`src/rtl/sram_fifo_ctrl.sv`:
```
// FIFO controller in front of a single-port 1024x32 SRAM macro.
// A push stream and a pop stream are turned into at most one SRAM access
// per cycle. A two-entry output buffer hides the one-cycle read latency.
// Reads take priority over writes. A read is only issued while the output
// buffer plus the read in flight can still hold another word, so the push
// side is never starved for long.
module sram_fifo_ctrl #(
  parameter int ADDR_W = 10,
  parameter int DATA_W = 32
) (
  input  logic              UserCLK,
  input  logic              RST,
  input  logic [DATA_W-1:0] in_data,
  input  logic              in_valid,
  output logic              in_ready,
  output logic [DATA_W-1:0] out_data,
  output logic              out_valid,
  input  logic              out_ready,
  output logic [ADDR_W+1:0] count,
  output logic              full,
  output logic              empty,
  output logic [ADDR_W-1:0] A_ADDR,
  output logic [DATA_W-1:0] A_DIN,
  output logic [DATA_W-1:0] A_BM,
  output logic              A_WEN,
  output logic              A_MEN,
  output logic              A_REN,
  input  logic [DATA_W-1:0] A_DOUT
);

  // Number of SRAM words, expressed at the width of the SRAM word counter.
  localparam logic [ADDR_W:0] DEPTH_C = {1'b1, {ADDR_W{1'b0}}};

  logic [ADDR_W-1:0] wr_ptr_q, wr_ptr_d;
  logic [ADDR_W-1:0] rd_ptr_q, rd_ptr_d;
  logic [ADDR_W:0]   sram_cnt_q, sram_cnt_d;
  logic              rd_inflight_q, rd_inflight_d;
  logic [DATA_W-1:0] ob0_q, ob0_d;
  logic [DATA_W-1:0] ob1_q, ob1_d;
  logic [1:0]        ob_cnt_q, ob_cnt_d;

  logic              pop_now;
  logic              rd_issue;
  logic              wr_issue;
  logic [2:0]        ob_occ;

  // Head of the output buffer is the user-visible word.
  assign out_valid = (ob_cnt_q != 2'd0);
  assign out_data  = ob0_q;
  assign pop_now   = out_valid && out_ready;
  assign full      = (sram_cnt_q == DEPTH_C);

  // Output-buffer slots still claimed after this cycle's pop, counting the read in flight.
  assign ob_occ   = {1'b0, ob_cnt_q} + {2'b00, rd_inflight_q} - {2'b00, pop_now};
  assign rd_issue = (sram_cnt_q != '0) && (ob_occ < 3'd2);
  assign in_ready = !RST && !full && !rd_issue;
  assign wr_issue = in_valid && in_ready;

  // The occupancy seen by the user includes the word in flight from the SRAM.
  assign count = {1'b0, sram_cnt_q}
               + {{(ADDR_W + 1){1'b0}}, rd_inflight_q}
               + {{ADDR_W{1'b0}}, ob_cnt_q};
  assign empty = (count == '0);

  // SRAM port: a read, a write or nothing. The SRAM samples these signals at the next edge.
  always_comb begin
    A_MEN  = rd_issue || wr_issue;
    A_REN  = rd_issue;
    A_WEN  = wr_issue;
    A_ADDR = wr_issue ? wr_ptr_q : rd_ptr_q;
    A_DIN  = RST ? '0 : in_data;
    A_BM   = wr_issue ? '1 : '0;
  end

  // Next state: pointers, SRAM occupancy, and output buffer pop/shift then capture/append.
  always_comb begin
    wr_ptr_d      = wr_ptr_q;
    rd_ptr_d      = rd_ptr_q;
    sram_cnt_d    = sram_cnt_q;
    rd_inflight_d = rd_issue;
    ob0_d         = ob0_q;
    ob1_d         = ob1_q;
    ob_cnt_d      = ob_cnt_q;

    if (wr_issue) begin
      wr_ptr_d   = wr_ptr_q + 1'b1;
      sram_cnt_d = sram_cnt_q + 1'b1;
    end else if (rd_issue) begin
      rd_ptr_d   = rd_ptr_q + 1'b1;
      sram_cnt_d = sram_cnt_q - 1'b1;
    end

    if (pop_now) begin
      ob0_d    = ob1_q;
      ob_cnt_d = ob_cnt_q - 2'd1;
    end

    // Returning read data goes behind whatever is left after the pop.
    if (rd_inflight_q) begin
      if (ob_cnt_d == 2'd0) begin
        ob0_d = A_DOUT;
      end else begin
        ob1_d = A_DOUT;
      end
      ob_cnt_d = ob_cnt_d + 2'd1;
    end
  end

  // State registers with asynchronous clear. SRAM contents are left as they are.
  always_ff @(posedge UserCLK or posedge RST) begin
    if (RST) begin
      wr_ptr_q      <= '0;
      rd_ptr_q      <= '0;
      sram_cnt_q    <= '0;
      rd_inflight_q <= 1'b0;
      ob0_q         <= '0;
      ob1_q         <= '0;
      ob_cnt_q      <= 2'd0;
    end else begin
      wr_ptr_q      <= wr_ptr_d;
      rd_ptr_q      <= rd_ptr_d;
      sram_cnt_q    <= sram_cnt_d;
      rd_inflight_q <= rd_inflight_d;
      ob0_q         <= ob0_d;
      ob1_q         <= ob1_d;
      ob_cnt_q      <= ob_cnt_d;
    end
  end

endmodule

```
`config.mk`:
```
export PLATFORM = sky130hd
export DESIGN_NAME = sram_fifo_ctrl
export DESIGN_NICKNAME = d
export VERILOG_FILES = /design/src/rtl/sram_fifo_ctrl.sv
export SDC_FILE = /design/constraint.sdc
export NUM_CORES = 1
export LEC_CHECK = 0
export ABC_CLOCK_PERIOD_IN_PS = 4660
export CAP_MARGIN = 15
export CELL_PAD_IN_SITES_DETAIL_PLACEMENT = 1
export CELL_PAD_IN_SITES_GLOBAL_PLACEMENT = 1
export CORE_ASPECT_RATIO = 0.6
export CORE_MARGIN = 4
export CORE_UTILIZATION = 31
export DETAILED_ROUTE_END_ITERATION = 6
export PLACE_DENSITY_LB_ADDON = 0.12
export SLEW_MARGIN = 20
export SYNTH_ARGS = -nofsm -noshare
export SYNTH_HDL_FRONTEND = slang
export SYNTH_SLANG_ARGS = --single-unit
```
`constraint.sdc`:
```
create_clock -name UserCLK -period 4.66 [get_ports UserCLK]
set_clock_uncertainty 0.2 [all_clocks]
set_input_delay 0.466 -clock UserCLK [delete_from_list [all_inputs] [get_ports UserCLK]]
set_output_delay 0.466 -clock UserCLK [all_outputs]
set_load 0.1 [all_outputs]
```
Word level (Yosys, flattened, before mapping)
Cells that the tools add are included.
{"block": "totals", "reg_bits": 98, "in_bits": 68, "output_inout_bits": 125, "elab_cells": 47}
{"block": "classes", "n_addsub": 10, "n_lt_le_gt_ge": 1, "eq_ne": 1, "mux": 10, "bitwise_logic": 2, "reduce_logical": 16}
{"operator": "2-to-1 mux 32 bit", "count": 5}
{"operator": "2-to-1 mux 11 bit", "count": 2}
{"operator": "adder 10 x 1 -> 10 bit, second input constant", "count": 2}
{"operator": "adder 11 x 1 -> 12 bit", "count": 1}
{"operator": "adder 12 x 2 -> 12 bit", "count": 1}
{"operator": "zero test 12 bit", "count": 1}
{"operator": "adder 11 x 1 -> 11 bit, second input constant", "count": 1}
{"operator": "== test 11 bit, second input constant", "count": 1}
{"operator": "nonzero test 11 bit", "count": 1}
{"operator": "subtractor 11 x 1 -> 11 bit, second input constant", "count": 1}
{"operator": "2-to-1 mux 10 bit", "count": 1}
{"operator": "logical AND 1 bit", "count": 5}
{"operator": "2-to-1 mux 2 bit", "count": 2}
{"operator": "AND reduction 2 bit", "count": 2}
{"operator": "nonzero test 2 bit", "count": 2}
{"operator": "adder 2 x 1 -> 3 bit", "count": 1}
{"operator": "zero test 1 bit", "count": 3}
{"operator": "less-than comparator 3 x 2 -> 1 bit, second input constant", "count": 1}
{"operator": "subtractor 3 x 1 -> 3 bit", "count": 1}
{"operator": "adder 2 x 1 -> 2 bit, second input constant", "count": 1}
{"operator": "zero test 2 bit", "count": 1}
{"operator": "inverter 1 bit", "count": 2}
{"operator": "subtractor 2 x 1 -> 2 bit, second input constant", "count": 1}
{"operator": "logical OR 1 bit", "count": 1}

Longest topological paths before layout
{"block": "depth", "word_depth": 10, "depth_mapped": 21, "ltp_nobuf": 19}

Worst setup path after synthesis
OpenSTA, ideal clock, no wires.
{"block": "synth_path", "path_type": "register -> output", "start": "register sram_cnt_q[0]", "end": "output empty", "t_arrival_ps": 5905, "slack_ps": -1911, "path_stages_with_launch": 9, "n_path_buf": 0, "cell_sequence": "dfrtp_1 inv_1 fa_1 fa_1 nand2b_1 nor2_2 xnor2_1 or4_1 nor4_1"}
{"block": "synth_between", "elab_chain_len": 3}
{"element": "start, declared", "line_no": "36", "rtl": "logic [ADDR_W:0] sram_cnt_q, sram_cnt_d;"}
{"element": "start signal, assigned", "line_no": "122", "rtl": "sram_cnt_q <= sram_cnt_d;"}
{"element": "adder 11 x 1 -> 12 bit", "line_no": "61", "rtl": "+ {{(ADDR_W + 1){1'b0}}, rd_inflight_q}"}
{"element": "adder 12 x 2 -> 12 bit", "line_no": "62", "rtl": "+ {{ADDR_W{1'b0}}, ob_cnt_q};"}
{"element": "named net count[6]", "line_no": "19", "rtl": "output logic [ADDR_W+1:0] count,"}
{"element": "zero test 12 bit", "line_no": "63", "rtl": "assign empty = (count == '0);"}
{"element": "end, declared", "line_no": "21", "rtl": "output logic empty,"}
The timed path passes the listed nets, and every way through them passes these cells.

Worst setup path in the final report
{"block": "layout_path", "start": "register ob_cnt_q[1]", "end": "output A_ADDR[9]"}
{"block": "layout_between", "elab_chain_len": 9, "word_cells_on_any_way": 10}
{"element": "start, declared", "line_no": "40", "rtl": "logic [1:0] ob_cnt_q, ob_cnt_d;"}
{"element": "start signal, assigned", "line_no": "126", "rtl": "ob_cnt_q <= ob_cnt_d;"}
{"element": "branches (longest 2 deep; another with adder 2 x 1 -> 3 bit)"}
{"element": "subtractor 3 x 1 -> 3 bit (*)", "line_no": "54", "rtl": "assign ob_occ = {1'b0, ob_cnt_q} + {2'b00, rd_inflight_q} - {2'b00, pop_now};"}
{"element": "less-than comparator 3 x 2 -> 1 bit (*)", "line_no": "55", "rtl": "assign rd_issue = (sram_cnt_q != '0) && (ob_occ < 3'd2);"}
{"element": "logical AND 1 bit (*)", "line_no": "55"}
{"element": "zero test 1 bit (*)", "line_no": "56", "rtl": "assign in_ready = !RST && !full && !rd_issue;"}
{"element": "logical AND 1 bit (*)", "line_no": "56"}
{"element": "logical AND 1 bit (*)", "line_no": "57", "rtl": "assign wr_issue = in_valid && in_ready;"}
{"element": "2-to-1 mux 10 bit (*)", "line_no": "70", "rtl": "A_ADDR = wr_issue ? wr_ptr_q : rd_ptr_q;"}
{"element": "end, declared", "line_no": "22", "rtl": "output logic [ADDR_W-1:0] A_ADDR,"}
Mark *: on every way between the ends.

==> impl_metrics.yaml <==
detailed_routing:
  drt_iter0_markers: 159
  wl_um: 16700
  vias: 4510
  route.detailed.drc: 0
  routed_via_density: 4.75
  wire_per_inst_um: 17.6
  dr.pass1.iters: 4
  final_antenna_net_count: 0
placed_design:
  port_buffers: 192
  dp_hpwl_um: 12900
  place.gp.congestion: 0.804
floorplanning:
  dieHeight_um: 113
  die-area_um2: 20500
  initial_core_util_pct: 32.2
  core-area_um2: 17500
  ios: 193
  die_w_um: 182
  num_rows: 37
worst_setup_path:
  startpoint_type: "flip-flop"
  regToRegSetupSlack_ns: 0.44
  crit_fanout: 18
  max_stage_delay_ns: 0.53
  critPathCaptureType: "output port"
  cpMaxStageDelayCell: "fa_2"
  crit_start: "ob_cnt_q[1]$_DFF_PP0_"
  crit_top_cell: "inv_1"
  rr_startpoint: "ob_cnt_q[1]$_DFF_PP0_"
  crit_type: "flip-flop to output port"
  arrival_ns: 3.70
  crit_path_cell_trace: "inv_2 > ha_4 > clkinvlp_4 > nand2_4 > inv_1 > ha_1 > inv_1 > ha_1 > inv_1 > fa_2 > nand2_2 > o21ai_4 > buf_6 > inv_2 > buf_16 > nand2_1 > nand2_2 > buf_12"
  cp.required_ns: 3.99
  r2r_end: "sram_cnt_q[10]$_DFFE_PP0P_"
  worst_r2r_path_depth: 19
logic_synthesis:
  ys_types: 53
  yosysSeqAreaShare_pct: 43.5
  synth_area_um2: 5640
  syn_avg_cell_area_um2: 10.2
  synth-edff-count: 0
  synth_ff_type: "dfrtp_1"
  syn-instance-count: 553
  async_flop_share_pct: 100
  syn-num-nets: 641
  synth_seq_cells: 98
  yosys_warnings: 0
finish:
  insertedDiodeCount: 0
  mostFrequentLayoutCell: "clkdlybuf4s50_1"
  synthToLayoutAreaGrowth_pct: 49.9
  final_cell_mix: "102 x clkdlybuf4s50_1, 98 x dfrtp_1, 66 x nand2_1"
  final_util_pct: 48.3
  nNetsFinal: 799
  nFillCells: 1905
  drive_gt1_share_pct: 27.1
min_path:
  hold_class: "flip-flop to flip-flop"
  worstHoldStart: "rd_ptr_q[9]$_DFFE_PP0P_"
  hold_end: "rd_ptr_q[9]$_DFFE_PP0P_"
  holdPathStages: 1
sta:
  rsz0062_at_grt: "no"
  worstMarginPinSlew_ns: 1.01
  period_share_pct: 93.7
  setup_viol: 0
  slew_violations: 0
  relSlewSlack_pct: 32.4
  finalHoldViolCount: 0
  finalWorstPathRequiredPeriod_ns: 4.37
  fmaxAchievable_ghz: 0.229
global_route:
  overflow: 0
  grt_max_degree: 65
  globalRouteTotalUtil_pct: 16.1
  grt_pass1_vias: 4885
  antenna_found_initial: 0
  grt_pass1_wl_um: 27200
clock_tree:
  cts_tree: "yes"
  cts_setup_buffers: 0
  cts.path.max_buffers: 2
  cts_buffers: 9
  path_clk_slew_ns: 0.07
  cts_hold_buffers: 0
  htreeDepth: 3
  clk_latency_ns: 0.34
  cts-root-buf: "clkbuf_16"
  cts_num_sinks: 98
job:
  cap_violations: 0
status:
  outcome: "complete, no violations"
cells in the mapped netlist (2+ instances only):
cell type / n / area share, %
a211oi_1: 5 / 0.67
a21o_1: 3 / 0.40
a21oi_1: 11 / 0.98
a31oi_1: 3 / 0.33
and2_1: 4 / 0.44
and3_1: 4 / 0.44
buf_2: 5 / 0.44
buf_4: 35 / 4.7
clkbuf_1: 15 / 1.0
dfrtp_1: 98 / 43
fa_1: 4 / 1.4
ha_1: 16 / 3.5
inv_1: 18 / 1.2
mux2_2: 33 / 6.6
mux2_4: 7 / 1.9
mux2i_1: 34 / 6.0
nand2_1: 77 / 5.1
nand2b_1: 2 / 0.22
nand3_1: 9 / 0.80
nand4_1: 6 / 0.67
nor2_1: 13 / 0.86
nor2b_1: 34 / 3.8
nor3_1: 5 / 0.44
nor4_1: 3 / 0.33
o211ai_1: 2 / 0.27
o21ai_0: 41 / 3.6
o21bai_1: 2 / 0.27
or3_1: 2 / 0.22
xnor2_1: 30 / 4.7
xor2_1: 9 / 1.4
sequential cells by signal (all words and copies together) (netlist names):
register and count:
ob_cnt_q 2, rd_inflight_q 1, out_data 32, wr_ptr_q 10, ob1_q 32, sram_cnt_q 11, rd_ptr_q 10
area by class of cell:
| class | count | area, um^2 | area share [%] |
|---|---|---|---|
| clock buffer | 9 | 225 | 2.66 |
| clock inverter | 7 | 93.8 | 1.11 |
| inverter | 19 | 77.6 | 0.917 |
| multi-input combinational | 380 | 2920 | 34.5 |
| sequential | 98 | 2450 | 29.0 |
| tap | 234 | 293 | 3.46 |
| timing repair buffer | 203 | 2400 | 28.3 |
per-layer routing:
metal / routed length, um / track usage (%) / vias up
met3: 507 / 3.63 / 14
met4: 167 / 3.10 / 0
met2: 8200 / 27.2 / 74
met1: 7870 / 21.6 / 2253
li1: - / - / 2169
met5: 0 / 0 / -
worst max-delay path, delay by kind of cell, from the launching register on:
kind                       cells  cell delay (ns)
AOI/OAI and AO/OA              1             0.25
adders and majority gates      4             1.09
buffers and inverters          9             1.14
DFF                            1             0.48
and+or+nand+nor                4             0.35
how the worst max path moves through the flow:
stage	cells past startpoint	endpoint	slack, ns
2_1_floorplan	14	A_ADDR[5]	-0.24
3_3_place_gp	18	sram_cnt_q[10]$_DFFE_PP0P_	0.40
3_5_place_dp	18	sram_cnt_q[10]$_DFFE_PP0P_	0.31
4_1_cts	18	A_ADDR[8]	0.11
5_1_grt	19	A_ADDR[9]	0.01
6_report	18	A_ADDR[9]	0.29
metrics by stage:
stage               setup WS, ns  area [um^2]  std cells  setup TNS [ns]  hold WS (ns)
finish                     0.294         8460        950               0         0.282
global route              0.0124         8460        950               0         0.310
CTS                        0.107         8410        949               0         0.288
detailed placement         0.311         8100        933               0         0.274
global placement           0.403         8100        933               0         0.264
floorplan                 -0.245         5840        553          -0.502         0.245
kinds of logic (layout without fill, tap and decap cells):
kind of cell             after synthesis  count (layout)  synth area share, %
AO/OA/AOI/OAI                         78              78                 8.31
adder cells (fa/ha/maj)               20              20                 4.97
AND/OR/NAND/NOR                      168             168                 15.0
multiplexers                          75              75                 14.7
buffers and inverters                 75             238                 7.56
flip-flops                            98              98                 43.5
XOR/XNOR                              39              39                 6.05
repair_timing:
action,CTS,global route
endpoints found under the hold margin,0,0
endpoints found under the setup margin,0,35
gates resized for setup,0,3
Power is not shown: default switching activity piles up to over one toggle a cycle in this logic, so the estimate is an artifact.
